[src/rtl/sevenseg_scan_ctrl.sv]
// sevenseg_scan_ctrl: time-multiplexed 7-segment scan with blank dead-time and tear-free display updates.
// Optional leading-zero blanking when SEVSEG_LZB_EN is defined.
module sevenseg_scan_ctrl #(
   parameter int NUM_DIGITS = 4,
   parameter int SHOW_CYC   = 1000,
   parameter int BLANK_CYC  = 2
) (
   input  logic                    clk,
   input  logic                    rst,
   input  logic                    en,
   input  logic                    load,
   input  logic [4*NUM_DIGITS-1:0] data_in,
   input  logic [NUM_DIGITS-1:0]   blank_mask,
   output logic [3:0]              dec_d,
   output logic [NUM_DIGITS-1:0]   dig_an,
   output logic                    frame_done,
   output logic                    busy
);
   localparam int MAXC = SHOW_CYC > BLANK_CYC ? SHOW_CYC : BLANK_CYC;
   localparam int TW   = MAXC > 1 ? $clog2(MAXC) : 1;
   localparam int IW   = $clog2(NUM_DIGITS);
   typedef enum logic [1:0] {IDLE, BLANK, SHOW} state_t;
   state_t                  state, state_n;
   logic [IW-1:0]           idx, idx_n;
   logic [TW-1:0]           tmr, tmr_n;
   logic [4*NUM_DIGITS-1:0] shd_d, act_d, act_d_n;
   logic [NUM_DIGITS-1:0]   shd_m, act_m, act_m_n, sup, one_hot;
   logic                    pend, pend_n, last_blank, last_show, fd_now, upd;
   logic [3:0]              nib;
   always_comb begin
      last_blank = tmr == TW'(BLANK_CYC - 1);
      last_show  = tmr == TW'(SHOW_CYC - 1);
      fd_now     = state == SHOW && idx == IW'(NUM_DIGITS - 1) && last_show;
      upd        = fd_now || (state == IDLE && pend);
      // a load landing on the frame_done cycle bypasses the shadow so it is not lost
      act_d_n    = fd_now && load ? data_in : upd ? shd_d : act_d;
      act_m_n    = fd_now && load ? blank_mask : upd ? shd_m : act_m;
      pend_n     = load ? !fd_now : upd ? 1'b0 : pend;
   end
   always_comb begin
      state_n = state;
      idx_n   = idx;
      tmr_n   = tmr + 1'b1;
      case (state)
         IDLE: begin
            state_n = BLANK;
            idx_n   = '0;
            tmr_n   = '0;
         end
         BLANK: if (last_blank) begin
            state_n = SHOW;
            tmr_n   = '0;
         end
         default: if (last_show) begin
            state_n = BLANK;
            idx_n   = idx == IW'(NUM_DIGITS - 1) ? '0 : idx + 1'b1;
            tmr_n   = '0;
         end
      endcase
      if (!en) begin
         state_n = IDLE;
         idx_n   = '0;
         tmr_n   = '0;
      end
   end
`ifdef SEVSEG_LZB_EN
   logic [NUM_DIGITS-1:0] lz;
   logic                  zero;
   always_comb begin
      lz   = '0;
      zero = 1'b1;
      for (int i = NUM_DIGITS - 1; i >= 1; i--) begin
         zero  = zero && act_d_n[4*i +: 4] == 4'd0;
         lz[i] = zero;
      end
      sup = act_m_n | lz;
   end
`else
   always_comb sup = act_m_n;
`endif
   always_comb begin
      nib     = 4'(act_d_n >> {idx_n, 2'b00});
      one_hot = {{(NUM_DIGITS-1){1'b0}}, 1'b1} << idx_n;
   end
   always_ff @(posedge clk) begin
      if (rst) begin
         state      <= IDLE;
         idx        <= '0;
         tmr        <= '0;
         shd_d      <= '0;
         shd_m      <= '0;
         act_d      <= '0;
         act_m      <= '0;
         pend       <= 1'b0;
         dec_d      <= '0;
         dig_an     <= '0;
         frame_done <= 1'b0;
         busy       <= 1'b0;
      end else begin
         state      <= state_n;
         idx        <= idx_n;
         tmr        <= tmr_n;
         shd_d      <= load ? data_in : shd_d;
         shd_m      <= load ? blank_mask : shd_m;
         act_d      <= act_d_n;
         act_m      <= act_m_n;
         pend       <= pend_n;
         // outputs are registered from next-state values so they line up with the state they describe
         dec_d      <= state_n == IDLE ? 4'd0 : nib;
         dig_an     <= state_n == SHOW && !(|(sup & one_hot)) ? one_hot : '0;
         frame_done <= state_n == SHOW && idx_n == IW'(NUM_DIGITS - 1) && tmr_n == TW'(SHOW_CYC - 1);
         busy       <= state_n != IDLE;
      end
   end
endmodule

[config.mk]
export PLATFORM = sky130hd
export DESIGN_NAME = sevenseg_scan_ctrl
export DESIGN_NICKNAME = d
export VERILOG_FILES = /design/src/rtl/sevenseg_scan_ctrl.sv
export SDC_FILE = /design/constraint.sdc
export NUM_CORES = 1
export LEC_CHECK = 0
export ABC_AREA = 1
export CAP_MARGIN = 0
export CORE_MARGIN = 8
export CORE_UTILIZATION = 51
export DETAILED_ROUTE_END_ITERATION = 8
export PLACE_DENSITY = 0.84
export RECOVER_POWER = 25
export SLEW_MARGIN = 20
export SYNTH_ARGS = -nofsm -noshare
export SYNTH_HDL_FRONTEND = slang
export SYNTH_SLANG_ARGS = --single-unit
[constraint.sdc]
create_clock -name clk -period 1.9 [get_ports clk]
set_clock_uncertainty 0.1 [all_clocks]
set_input_delay 0.38 -clock clk [delete_from_list [all_inputs] [get_ports clk]]
set_output_delay 0.38 -clock clk [all_outputs]
set_load 0.02 [all_outputs]
## Word level (Yosys, flattened, before mapping)

Cells that the tools add are included.

- Register bits: 65
- Bits of input ports: 24
- Output and inout bits: 10
- Word-level logic and storage cells: 61

- Add/sub/neg operators: 2
- Equality and inequality tests: 8
- Shift-type cells: 2
- Mux-type cells: 18
- Bitwise operators: 2
- Reduce and logical (&&, ||, !) cells: 17

Operators by type and width:

| operator | number |
|---|---|
| 16-bit two-way mux | 2 |
| 10-bit two-way mux | 3 |
| 10-bit equality test, second input constant | 2 |
| 10-bit one-hot mux with 2 select lines | 1 |
| 16-bit by 4-bit right shift with 4-bit output | 1 |
| 2-bit two-way mux | 6 |
| 10-bit by 1-bit adder with 10-bit output, second input constant | 1 |
| 10-bit by 1-bit equality test with 1-bit output, second input constant | 1 |
| 2-bit equality test, second input constant | 4 |
| 4-bit two-way mux | 2 |
| 2-bit one-hot mux with 2 select lines | 2 |
| 1-bit logical AND | 7 |
| 4-bit bitwise AND | 1 |
| 2-bit zero test | 2 |
| 2-bit nonzero test | 2 |
| 2-bit OR reduction | 2 |
| 4-bit OR reduction | 1 |
| 1-bit by 2-bit << shifter with 4-bit output, first input constant | 1 |
| 2-bit by 1-bit adder with 2-bit output, second input constant | 1 |
| 2-bit by 1-bit equality test with 1-bit output, second input constant | 1 |
| 1-bit zero test | 2 |
| 1-bit two-way mux | 2 |
| 1-bit logical OR | 1 |
| 1-bit NOT | 1 |

## Depth between registers and ports, before layout

Gate-level depths: netlist of run 1.

- Word-level depth: 12
- Gate-level depth with buffers: 14
- Depth with buffers taken out: 14

## Least setup slack after synthesis of run 1

Ideal clock, no wire load.

- Path type: register to register
- From: reg tmr[0]
- To: reg dec_d[2]
- Setup time: 0.118 ns
- Data arrival time: 1.631 ns
- Required time: 1.682 ns
- Slack: 0.051 ns
- Stages on the path, launching flop included: 14
- Cell sequence: dfxtp_1 > ha_1 > nand2_2 > nor2_4 > nand4_4 > inv_2 > nand2_4 > buf_6 > nand3_2 > nand2_1 > nand2_1 > nand2_1 > nor2_1 > nor2_1

- Cells in the longest elaborated chain, start to end: 6
- Elaborated cells on any way between the ends: 17
- Classes of those cells: eq/ne (2); shift (1); mux (9); reduce/logical (5)

RTL lines:

| item | RTL line | source |
|---|---|---|
| from (decl) | 25 | `logic [TW-1:0] tmr, tmr_n;` |
| from (signal assigned) | 102 | `tmr <= tmr_n;` |
| branches (longest 6 deep; another with 16-bit by 4-bit right shift with 4-bit output) | - |  |
| to (signal assigned) | 109 | `dec_d <= state_n == IDLE ? 4'd0 : nib;` |
| to (decl) | 14 | `output logic [3:0] dec_d,` |

Parallel ways; which one is timed is not known.
A chain may end at the register's enable or synchronous reset.

## Final worst setup path of run 1

- From: reg tmr[0]
- To: reg dec_d[0]

Same word-level chain as after synthesis.

==> results of run 1 <==
## per-stage QoR
step                      utilization (%)  total power, W  worst slack, ns  TNS [ns]  cell area, um2
after floorplan                         -         0.00169           0.0515         0            3160
after detailed placement             64.1         0.00184           -0.102    -0.835            3820
final                                72.3         0.00332          -0.0879    -0.323            4310
after global routing                 72.3         0.00344           -0.156     -1.92            4310
after CTS                            69.6         0.00332         -0.00264  -0.00264            4140
after global placement               64.1         0.00183          -0.0497    -0.232            3820
## logic make-up (layout without fill, tap and decap cells)
logic type	Yosys count	count (layout)
buf+inv	76	151
fa+ha+maj	3	3
compound gates	64	64
xor+xnor	5	5
flops	65	65
simple gates	232	232
## critical path, delay by kind of cell (launching register included)
kind	cells	cell delay, ns
adders and majority gates	1	0.16
buffers and inverters	2	0.21
DFF	1	0.36
and+or+nand+nor	9	1.09
## cell type report
cell class,count,area (um2)
Tap cell,75,93.8
Inverter,60,228
Multi-Input combinational cell,304,1720
Sequential cell,65,1310
Clock inverter,6,115
Clock buffer,10,138
Timing Repair Buffer,75,702
Fill cell,433,1650
## worst paths after layout
path              depth (start not counted)        to
hold / removal                            2  shd_d[1]
setup / recovery                         12  dec_d[0]
setup reg to reg                         12  dec_d[0]
hold reg to reg                           2  shd_d[1]
## timing repair
| action | 4_1_cts | 5_1_grt |
|---|---|---|
| gates resized for setup | 13 | 44 |
| setup buffers | 2 | 3 |
| pin swaps | 6 | 23 |
| endpoints found under the setup margin | 13 | 18 |
## layer usage
layer  vias up  track usage, %  routed length, um
li1       1548               -                  -
met1      1432            22.3               3690
met2        98            33.4               4410
met3        19            4.76                434
met4         0            9.75                212
met5         -               0                  0
## synthesized netlist by cell type
library cell | count | area, um2
sky130_fd_sc_hd__nand4_4 | 1 | 21.3
sky130_fd_sc_hd__nor2_2 | 5 | 31.3
sky130_fd_sc_hd__a211oi_1 | 1 | 7.51
sky130_fd_sc_hd__nor2_1 | 45 | 169
sky130_fd_sc_hd__nor3_1 | 4 | 20.0
sky130_fd_sc_hd__nand2_4 | 3 | 33.8
sky130_fd_sc_hd__dfxtp_1 | 65 | 1300
sky130_fd_sc_hd__a21oi_1 | 34 | 170
sky130_fd_sc_hd__xor2_1 | 4 | 35.0
sky130_fd_sc_hd__inv_2 | 3 | 11.3
sky130_fd_sc_hd__ha_1 | 3 | 37.5
sky130_fd_sc_hd__buf_2 | 1 | 5.00
sky130_fd_sc_hd__nand2_1 | 105 | 394
sky130_fd_sc_hd__clkbuf_1 | 11 | 41.3
sky130_fd_sc_hd__o21ai_1 | 3 | 15.0
sky130_fd_sc_hd__nand3b_1 | 10 | 75.1
sky130_fd_sc_hd__buf_4 | 2 | 15.0
sky130_fd_sc_hd__nand3_2 | 13 | 130
sky130_fd_sc_hd__nand3_1 | 28 | 140
sky130_fd_sc_hd__inv_1 | 57 | 214
sky130_fd_sc_hd__nor2_4 | 1 | 11.3
sky130_fd_sc_hd__buf_6 | 2 | 22.5
sky130_fd_sc_hd__nor3_2 | 4 | 40.0
sky130_fd_sc_hd__nand4_1 | 4 | 25.0
sky130_fd_sc_hd__xnor2_1 | 1 | 8.76
sky130_fd_sc_hd__o21ai_0 | 26 | 130
sky130_fd_sc_hd__nor3b_1 | 2 | 15.0
sky130_fd_sc_hd__nand2_2 | 7 | 43.8
## registers in the layout, indices dropped and copies added (netlist names)
| name | cells |
|---|---|
| pend | 1 |
| act_d | 16 |
| tmr | 10 |
| busy | 1 |
| dig_an | 4 |
| act_m | 4 |
| shd_d | 16 |
| shd_m | 4 |
| frame_done | 1 |
| idx | 2 |
| state | 2 |
| dec_d | 4 |
## power breakdown
| group | internal [W] | switching [W] | total, W | leakage, nW |
|---|---|---|---|---|
| clock | 0.000911 | 0.000572 | 0.00148 | 0.123 |
| combinational | 0.000173 | 0.000221 | 0.000395 | 1.28 |
| sequential | 0.00143 | 0.0000205 | 0.00145 | 0.536 |
==> out/metrics.yaml, run 1 <==
worst_setup_path:
  reg2reg_setup_slack_ns: -0.09
  timing.critical_path.to_type: "flip-flop"
  crit_path_start: "tmr[0]"
  timing.critical_path.required_ns: 2.08
  cp-start-kind: "flip-flop"
  timing.critical_path.arrival_ns: 2.17
  critPathKind: "reg2reg"
  rr_startpoint: "tmr[0]"
  cpPeakStageDelay_ns: 0.36
  timing.critical_path.slowest_stage_cell: "sky130_fd_sc_hd__dfxtp_2"
  ordered_list_of_cells_on_the_worst_path: "ha_4 -> nand2_4 -> nor3_1 -> nand4_1 -> nand2_2 -> inv_2 -> nor2_4 -> buf_6 -> nand2_1 -> nand2_1 -> nor2_1 -> nor2_1"
  crit_fanout: 4
clocking:
  clk_transition_reported_paths_ns: 0.07
  worst_skew_pair.late_latency_ns: 0.35
  cts.sinks: 65
  tritoncts.num_buffers: 9
  cts_buffer_depth: 2
  root_buffer_cell: "sky130_fd_sc_hd__clkbuf_8"
  holdBufCountCts: 0
  tritoncts: "done"
  htreeDepth: 3
floorplanning:
  coreArea_mm2: 0.00596
  start_util_pct: 53.1
  die_width_um: 94.8
  fp.dieH_um: 94.8
  top_level_ports: 34
  dieArea_mm2: 0.00898
  core.rowCount: 28
route:
  drt-wirelength-per-cell_um: 14.7
  wl_um: 8740
  drt_first_pass_iters: 5
  initialDrtViolationCount: 270
  final_antenna_net_count: 0
  drc: 0
  viasPerCell: 5.21
  vias: 3097
run_status:
  run_status: "finished with violations"
  failed_checks: "negative setup slack"
sta:
  max_freq_ghz: 0.503
  final-hold-violation-count: 0
  number_of_endpoints_failing_setup_at_the_final_stage: 8
  finalCriticalPeriod_ns: 1.99
  report.final.slew_viol_count: 0
  min_period_over_period_pct: 105
  rsz_0062_raised_after_global_routing: "true"
  worst_hold_slack_ns: 0.362
  setup_slack_ns: -0.0879
  tightestPinTransition_ns: 0.545
  maxSlewHeadroom_pct: 63.6
global_routing:
  grt_max_degree: 31
  via_count_of_the_first_global_routing_pass: 3078
  grt_util_all_layers_pct: 19.6
  initial_antenna_violation_count: 0
  grt_remaining_overflow: 0
  grt_first_pass_wirelength_um: 14000
placement:
  place_inst: 574
  detailed_place_hpwl_um: 5960
  io_buffer_count: 33
  place.gp.congestion: 0.871
pwr:
  p_leak_nw: 1.94
  p_per_area_mw_per_mm2: 772
  vdd_ir_drop_max_mv: 0.558
yosys:
  synth_top_family_by_area: "simple AND/OR/NAND/NOR gates"
  synth_mux_area_share_pct: 0
  synth_fa_ha_area_share_pct: 1.19
  synth.avg_cell_area_um2: 7.11
  synth.ff_latch_count: 65
  syn_area_mm2: 0.00316
  synth-compound-area-share_pct: 10.2
  synthDistinctLibCells: 28
  yosysWarnings: 0
  synth_fp_nets: 472
  synth_xor_xnor_area_share_pct: 1.38
  netlist_instances: 445
  synth.yosys.seq_area_share_pct: 41.1
  yosys.area_share.simple_pct: 36.3
final_layout:
  nets: 542
  n_antenna_cell: 0
  final_layout_size_suffix_gt1_share_pct: 24.4
  area.growth.synth_to_final_pct: 36.1
  layout_commonest_cell: "sky130_fd_sc_hd__nand2_1"
  layout.cells.most_common_list: "sky130_fd_sc_hd__nand2_1 (96), sky130_fd_sc_hd__dfxtp_1 (60), sky130_fd_sc_hd__inv_1 (55)"
  finish.cell_count_without_fillers: 595
worst_hold_path:
  hold_start: "shd_d[1]"
  hold_class: "reg2reg"
run:
  maxCapViolations: 0
Power figures use the tool's default switching activity.
==> inputs of run 2 (changes only) <==
ABC_AREA = 0   (was 1)
CAP_MARGIN = 40   (was 0)
CORE_UTILIZATION = 50   (was 51)
PLACE_DENSITY = 0.83   (was 0.84)
==> out/metrics.yaml, run 2 <==
run_status:
  run_status: "finished with violations"
  failed_checks: "negative setup slack"
worst_setup_path:
  cpPeakStageDelay_ns: 0.41
  timing.critical_path.to_type: "flip-flop"
  worst_setup_path_endpoint: "dec_d[2]"
  crit_family: "compound AO/OA/AOI/OAI gates"
  ordered_list_of_cells_on_the_worst_path: "or3b_4 -> o311a_4 -> a311oi_4 -> buf_4 -> mux2_2 -> a211oi_2"
  reg2reg_setup_slack_ns: -0.36
  timing.reg2reg.worst_path_depth: 6
  rr_startpoint: "tmr[3]"
  timing.critical_path.slowest_stage_cell: "sky130_fd_sc_hd__or3b_4"
  cp.buffers_inverters: 1
  timing.critical_path.arrival_ns: 2.44
  crit_fanout: 4
  cp.depth: 6
  crit_path_start: "tmr[3]"
  r2r_end: "dec_d[2]"
  critPathKind: "reg2reg"
  timing.critical_path.required_ns: 2.07
  cp-start-kind: "flip-flop"
route:
  drc: 0
  drt_first_pass_iters: 4
  wl_um: 8910
  final_antenna_net_count: 0
  initialDrtViolationCount: 159
  viasPerCell: 5.51
  drt-wirelength-per-cell_um: 18.1
  vias: 2706
floorplanning:
  die_width_um: 92.6
  start_util_pct: 50.7
  dieArea_mm2: 0.00857
  fp.dieH_um: 92.6
  coreArea_mm2: 0.00578
  top_level_ports: 34
  core.rowCount: 28
global_routing:
  via_count_of_the_first_global_routing_pass: 2717
  grt_first_pass_wirelength_um: 13200
  grt_util_all_layers_pct: 19.7
  grt_max_degree: 42
  grt_remaining_overflow: 0
  initial_antenna_violation_count: 0
clocking:
  htreeDepth: 3
  clk_transition_reported_paths_ns: 0.07
  root_buffer_cell: "sky130_fd_sc_hd__clkbuf_8"
  worst_skew_pair.late_latency_ns: 0.35
  cts_buffer_depth: 2
  holdBufCountCts: 0
  cts.sinks: 65
  tritoncts: "done"
  tritoncts.num_buffers: 9
final_layout:
  nets: 438
  final_layout_size_suffix_gt1_share_pct: 36.5
  layout.cells.most_common_list: "sky130_fd_sc_hd__dfxtp_1 (60), sky130_fd_sc_hd__buf_4 (57), sky130_fd_sc_hd__nor2_1 (53)"
  n_antenna_cell: 0
  area.growth.synth_to_final_pct: 46.9
  utilization_pct: 74.5
  top_regs: "act_d x16, shd_d x16, tmr x10"
  layout_commonest_cell: "sky130_fd_sc_hd__dfxtp_1"
run:
  maxCapViolations: 0
yosys:
  synth.ff_latch_count: 65
  synth_fp_nets: 337
  netlist.area_leader.share_pct: 44.4
  synth_xor_xnor_area_share_pct: 2.69
  synth-compound-area-share_pct: 10.5
  asyncSetResetFlopFracSynth_pct: 0
  netlist_instances: 310
  synth_top_family_by_area: "simple AND/OR/NAND/NOR gates"
  netlist.top_cell.by_area: "sky130_fd_sc_hd__dfxtp_1"
  synth_mux_area_share_pct: 10.4
  synth_most_common_cell: "sky130_fd_sc_hd__dfxtp_1"
  synthDistinctLibCells: 47
  largest_cells_by_area_after_synthesis: "sky130_fd_sc_hd__dfxtp_1 (44%), sky130_fd_sc_hd__nor2_1 (7.4%), sky130_fd_sc_hd__mux2i_1 (6.1%), sky130_fd_sc_hd__mux2_2 (3.5%), sky130_fd_sc_hd__a211oi_1 (3.3%)"
  synth_commonest_cells: "sky130_fd_sc_hd__dfxtp_1 (65), sky130_fd_sc_hd__nor2_1 (58), sky130_fd_sc_hd__mux2i_1 (18)"
  synth.yosys.seq_area_share_pct: 44.4
  yosys.area_share.simple_pct: 27.1
  synth-edff-count: 0
  synth.avg_cell_area_um2: 9.46
  synth_fa_ha_area_share_pct: 1.28
  yosysWarnings: 0
  dominantRegCellSynth: "sky130_fd_sc_hd__dfxtp_1"
  syn_area_mm2: 0.00293
pwr:
  p_per_area_mw_per_mm2: 652
  clock_power_share_pct: 35.9
  comb_power_share_pct: 12.8
  vdd_ir_drop_max_mv: 0.539
  netSwitchingPower_w: 0.000738
  power.share.sequential_pct: 51.4
  switching_share_of_power_pct: 26.3
  p_leak_nw: 1.82
  intPower_w: 0.00207
sta:
  max_freq_ghz: 0.442
  rsz_0062_raised_after_global_routing: "true"
  finalCriticalPeriod_ns: 2.26
  maxSlewHeadroom_pct: 38.4
  min_period_over_period_pct: 119
  setup_slack_ns: -0.363
  tightestPinTransition_ns: 0.924
  number_of_endpoints_failing_setup_at_the_final_stage: 34
  final-hold-violation-count: 0
  report.final.slew_viol_count: 0
placement:
  detailed_place_hpwl_um: 5560
  io_buffer_count: 33
  place.gp.congestion: 0.846
  placement.setup.worst_slack_ns: -0.404
worst_hold_path:
  hold_class: "reg2reg"
[run 2: worst reg2reg max path: cells and delay by family, from the launching register on]
family	cells	cell delay, ns
AOI/OAI and AO/OA	3	0.81
buffers and inverters	1	0.19
DFF	1	0.33
muxes	1	0.34
and+or+nand+nor	1	0.42
[run 2: power groups by stage]
stage	Combinational, W	Clock [W]	Sequential (W)
global route	0.000382	0.00108	0.00145
detailed placement	0.000331	0	0.00147
global placement	0.000321	0	0.00147
CTS	0.000346	0.000999	0.00144
floorplan	0.000171	0	0.00147
finish	0.000358	0.00101	0.00144
[run 2: repair_timing]
action	in CTS	in global routing
gates cloned	2	0
pin swaps	9	7
gates resized for setup	33	20
endpoints found under the setup margin	36	39
buffers inserted	4	2
[run 2: layout make-up]
type                    count  area (um2)
multi-input cells         221        1720
fillers                   373        1480
flip-flops and latches     65        1310
repair buffers            109        1000
clock buffers              10         128
well taps                  75        93.8
clock inverters             6        35.0
inverters                   5        18.8
[run 2: layer usage]
| layer | up-vias | GRT usage (%) | wire [um] |
|---|---|---|---|
| met5 | - | 0 | 0 |
| met4 | 0 | 12.6 | 248 |
| met3 | 18 | 4.13 | 302 |
| met2 | 65 | 35.6 | 4880 |
| met1 | 1318 | 20.2 | 3470 |
| li1 | 1305 | - | - |
[run 2: worst min path at each step]
stage,from,end,slack (ns),cells after the start
2_1_floorplan,pend,pend,0.35,2
3_3_place_gp,shd_m[3],shd_m[3],0.38,2
3_5_place_dp,shd_d[1],shd_d[1],0.39,2
4_1_cts,shd_d[1],shd_d[1],0.40,2
5_1_grt,shd_d[10],shd_d[10],0.43,2
6_report,shd_d[1],shd_d[1],0.40,2
[run 2: stage by stage]
| step | cells | hold slack (ns) | TNS, ns | power, W | area (um2) |
|---|---|---|---|---|---|
| floorplan | 310 | 0.354 | -3.43 | 0.00164 | 3010 |
| global placement | 469 | 0.378 | -4.76 | 0.00179 | 3900 |
| detailed placement | 469 | 0.388 | -6.00 | 0.00180 | 3900 |
| CTS | 490 | 0.404 | -3.70 | 0.00279 | 4220 |
| global route | 491 | 0.435 | -7.14 | 0.00291 | 4310 |
| finish | 491 | 0.399 | -4.68 | 0.00281 | 4310 |
[run 2: kinds of logic after synthesis]
kind of cell               count (synthesis)
buffers and inverters                     24
DFF                                       65
and+or+nand+nor                          144
adders and majority gates                  3
AOI/OAI and AO/OA                         37
muxes                                     28
xor gates and xnor gates                   9
==> variant: new RTL, config.mk and constraints of run 1 <==
Add a define of `SEVSEG_LZB_EN`.
--- a/src/rtl/sevenseg_scan_ctrl.sv
+++ b/src/rtl/sevenseg_scan_ctrl.sv
@@ -1,5 +1,7 @@
 // sevenseg_scan_ctrl: time-multiplexed 7-segment scan with blank dead-time and tear-free display updates.
 // Optional leading-zero blanking when SEVSEG_LZB_EN is defined.
+`define SEVSEG_LZB_EN
+
 module sevenseg_scan_ctrl #(
    parameter int NUM_DIGITS = 4,
    parameter int SHOW_CYC   = 1000,
Behaviour: same outputs for any inputs over 10 cycles, from zero or initial values and one cycle with rst high; that may be too few to reach the edited logic, so the function may still have changed.
==> variant against run 1 <==
The flow still finishes with violations (setup timing); design area increased by 4.2%; power decreased by 2.9%; die area decreased by 5.9%; cell count unchanged; area after synthesis decreased by 7.1%; first-iteration DRC count increased by 29%; setup slack got worse by 0.51 ns; core utilization increased by 8.7 points; sequential cell count unchanged; maximum frequency decreased by 20%; routed wire length increased by 27%; critical endpoint is now dig_an[1]; largest cell class unchanged.
==> variant: results (changes against run 1) <==
- Post-Synth XOR/XNOR Area: 0.0179 (was 0.0138)
- Synth unique cells: 34 (was 28)
- Synth top area cells: dfxtp_1, nand2_1, nor2_1, nand3_1, inv_1 (was dfxtp_1, nand2_1, inv_1, a21oi_1, nor2_1)
- Vias in the first global route: 3303 (was 3078)
- Top cells by count, synth: nand2_1, nor2_1, dfxtp_1 (was nand2_1, dfxtp_1, inv_1)
- Largest net degree at the start of global routing: 32 (was 31)
- Multiplexer share of the synthesized area: 0 (unchanged)
- Clk_lat worst skew: 0.36 ns
- Final worst slack: -0.595 ns (was -0.0879 ns)
- Clk root buf: clkbuf_8 (unchanged)
- Placed cell count: 565 (was 574)
- Share of layout cells above drive strength 1: 0.369 (was 0.244)
- Gate power share: 0.128 (was 0.119)
- Mapped Nets: 445 (was 472)
- Leakage: 0.00203 µW (was 0.00194 µW)
- Synth Area in Compound Gates: 0.110 (was 0.102)
- Fin nets: 545 (was 542)
- Setup tns final: -4.73 ns (was -0.323 ns)
- Power density cells: 720 nW/µm² (was 772 nW/µm²)
- Adder-Cell Fraction of Synth Area: 0.0128 (was 0.0119)
- Maximum fanout along the worst path: 7 (was 4)
- Final cell count without fillers: 595 (unchanged)
- Clock buffer count from CTS: 9 (unchanged)
- CP max-delay cell: dfxtp_4 (was dfxtp_2)
- Ant diodes: 0 (unchanged)
- Seq pwr share: 0.444 (was 0.435)
- DR vias: 3457 (was 3097)
- Placer Congestion: 0.909 (was 0.871)
- Synth Warn #: 0 (unchanged)
- Synth Area per Inst: 7.03 µm² (was 7.11 µm²)
- Clk buf depth: 2 (unchanged)
- Endpoints failing setup: 27 (was 8)
- Outcome: finished, violations left (unchanged)
- CTS HTree Levels: 3 (unchanged)
- DP Wirelength: 5900 µm (was 5960 µm)
- Worst-path clk slew: roughly 0.08 ns
- Total track usage: 0.214 (was 0.196)
- Sw Share: 0.255 (was 0.245)
- Leading area contributor after synthesis: dfxtp_1 (unchanged)
- Filler cells: 316 (was 433)
- Largest regs: act_d (16), shd_d (16), tmr (10) (unchanged)
- Drt initial violations: 347 (was 270)
- Arrival time worst endpoint: 2.65 ns (was 2.17 ns)
- Hold Path Class: flip-flop to flip-flop (unchanged)
- Pre-CTS setup slack: -0.391 ns (was -0.102 ns)
- Initial antenna violation count: 0 (unchanged)
- Violated checks: setup timing (unchanged)
- Largest family of logic cells by synthesized area: simple AND/OR/NAND/NOR gates (unchanged)
- DP Area: 3740 µm² (was 3820 µm²)
- Maxcap violations: 0 (unchanged)
- Maximum vdd drop: 0.522 mV (was 0.558 mV)
- Post-CTS Setup Inserts: 1 (was 2)
- Asr flop ratio synth: 0 (unchanged)
- Initial DRT Pass Iterations: 5 (unchanged)
- Resize count post-CTS: 27 (was 13)
- WL/cell: 18.6 µm (was 14.7 µm)
- First-pass GRT wire length: 14700 µm (was 14000 µm)
- Post-synthesis sequential area ratio: 0.443 (was 0.411)
- PortBufs: 33 (unchanged)
- Rel. slew slack: 0.583 (was 0.636)
==> variant: cell types whose count changed after synthesis, moves of 3 or more <==
| cell | delta |
|---|---|
| nor2_1 | +26 |
| inv_1 | -19 |
| a21oi_1 | -14 |
| nand2_1 | -14 |
| nand3_2 | -12 |
| nand3_1 | +11 |
| nand3b_1 | -9 |
| o22ai_1 | +9 |
| nor3_2 | -4 |
| nand2_4 | -3 |
| nand4_1 | -3 |
==> variant: per-layer routing <==
layer	vias to the layer above	track usage	wire [µm]
met5	-	0	0
met4	0	0.152	494
met3	54	0.0432	833
met2	207	0.377	5550
met1	1651	0.224	4180
li1	1545	-	-
==> variant: critical path: cells and delay by family (launching register included) <==
family	cells	cell delay, ns
AND/OR/NAND/NOR	13	1.57
flip-flops	1	0.37
buffers and inverters	1	0.20
adder cells (fa/ha/maj)	1	0.15
==> variant: final timing paths <==
path | from | to | slack, ns | cells after the start
worst max register to register | tmr[1] | dig_an[1] | -0.59 | 15
worst max-delay path | tmr[1] | dig_an[1] | -0.59 | 15
worst min register to register | shd_m[2] | shd_m[2] | 0.39 | 2
worst min-delay path | shd_m[2] | shd_m[2] | 0.39 | 2
==> variant: kinds of logic (layout without fill, tap and decap cells) <==
group           Yosys count  after routing
compound gates           60             60
flops                    65             65
fa+ha+maj                 3              3
simple gates            224            225
buf+inv                  60            164
xor+xnor                  6              6
==> variant: layout make-up <==
| type | instances | area, µm² | area share |
|---|---|---|---|
| clock buffers | 12 | 156 | 0.0348 |
| clock inverters | 4 | 73.8 | 0.0164 |
| inverters | 42 | 168 | 0.0374 |
| multi-input cells | 294 | 1770 | 0.393 |
| flip-flops and latches | 65 | 1310 | 0.292 |
| well taps | 72 | 90.1 | 0.0201 |
| repair buffers | 106 | 922 | 0.205 |
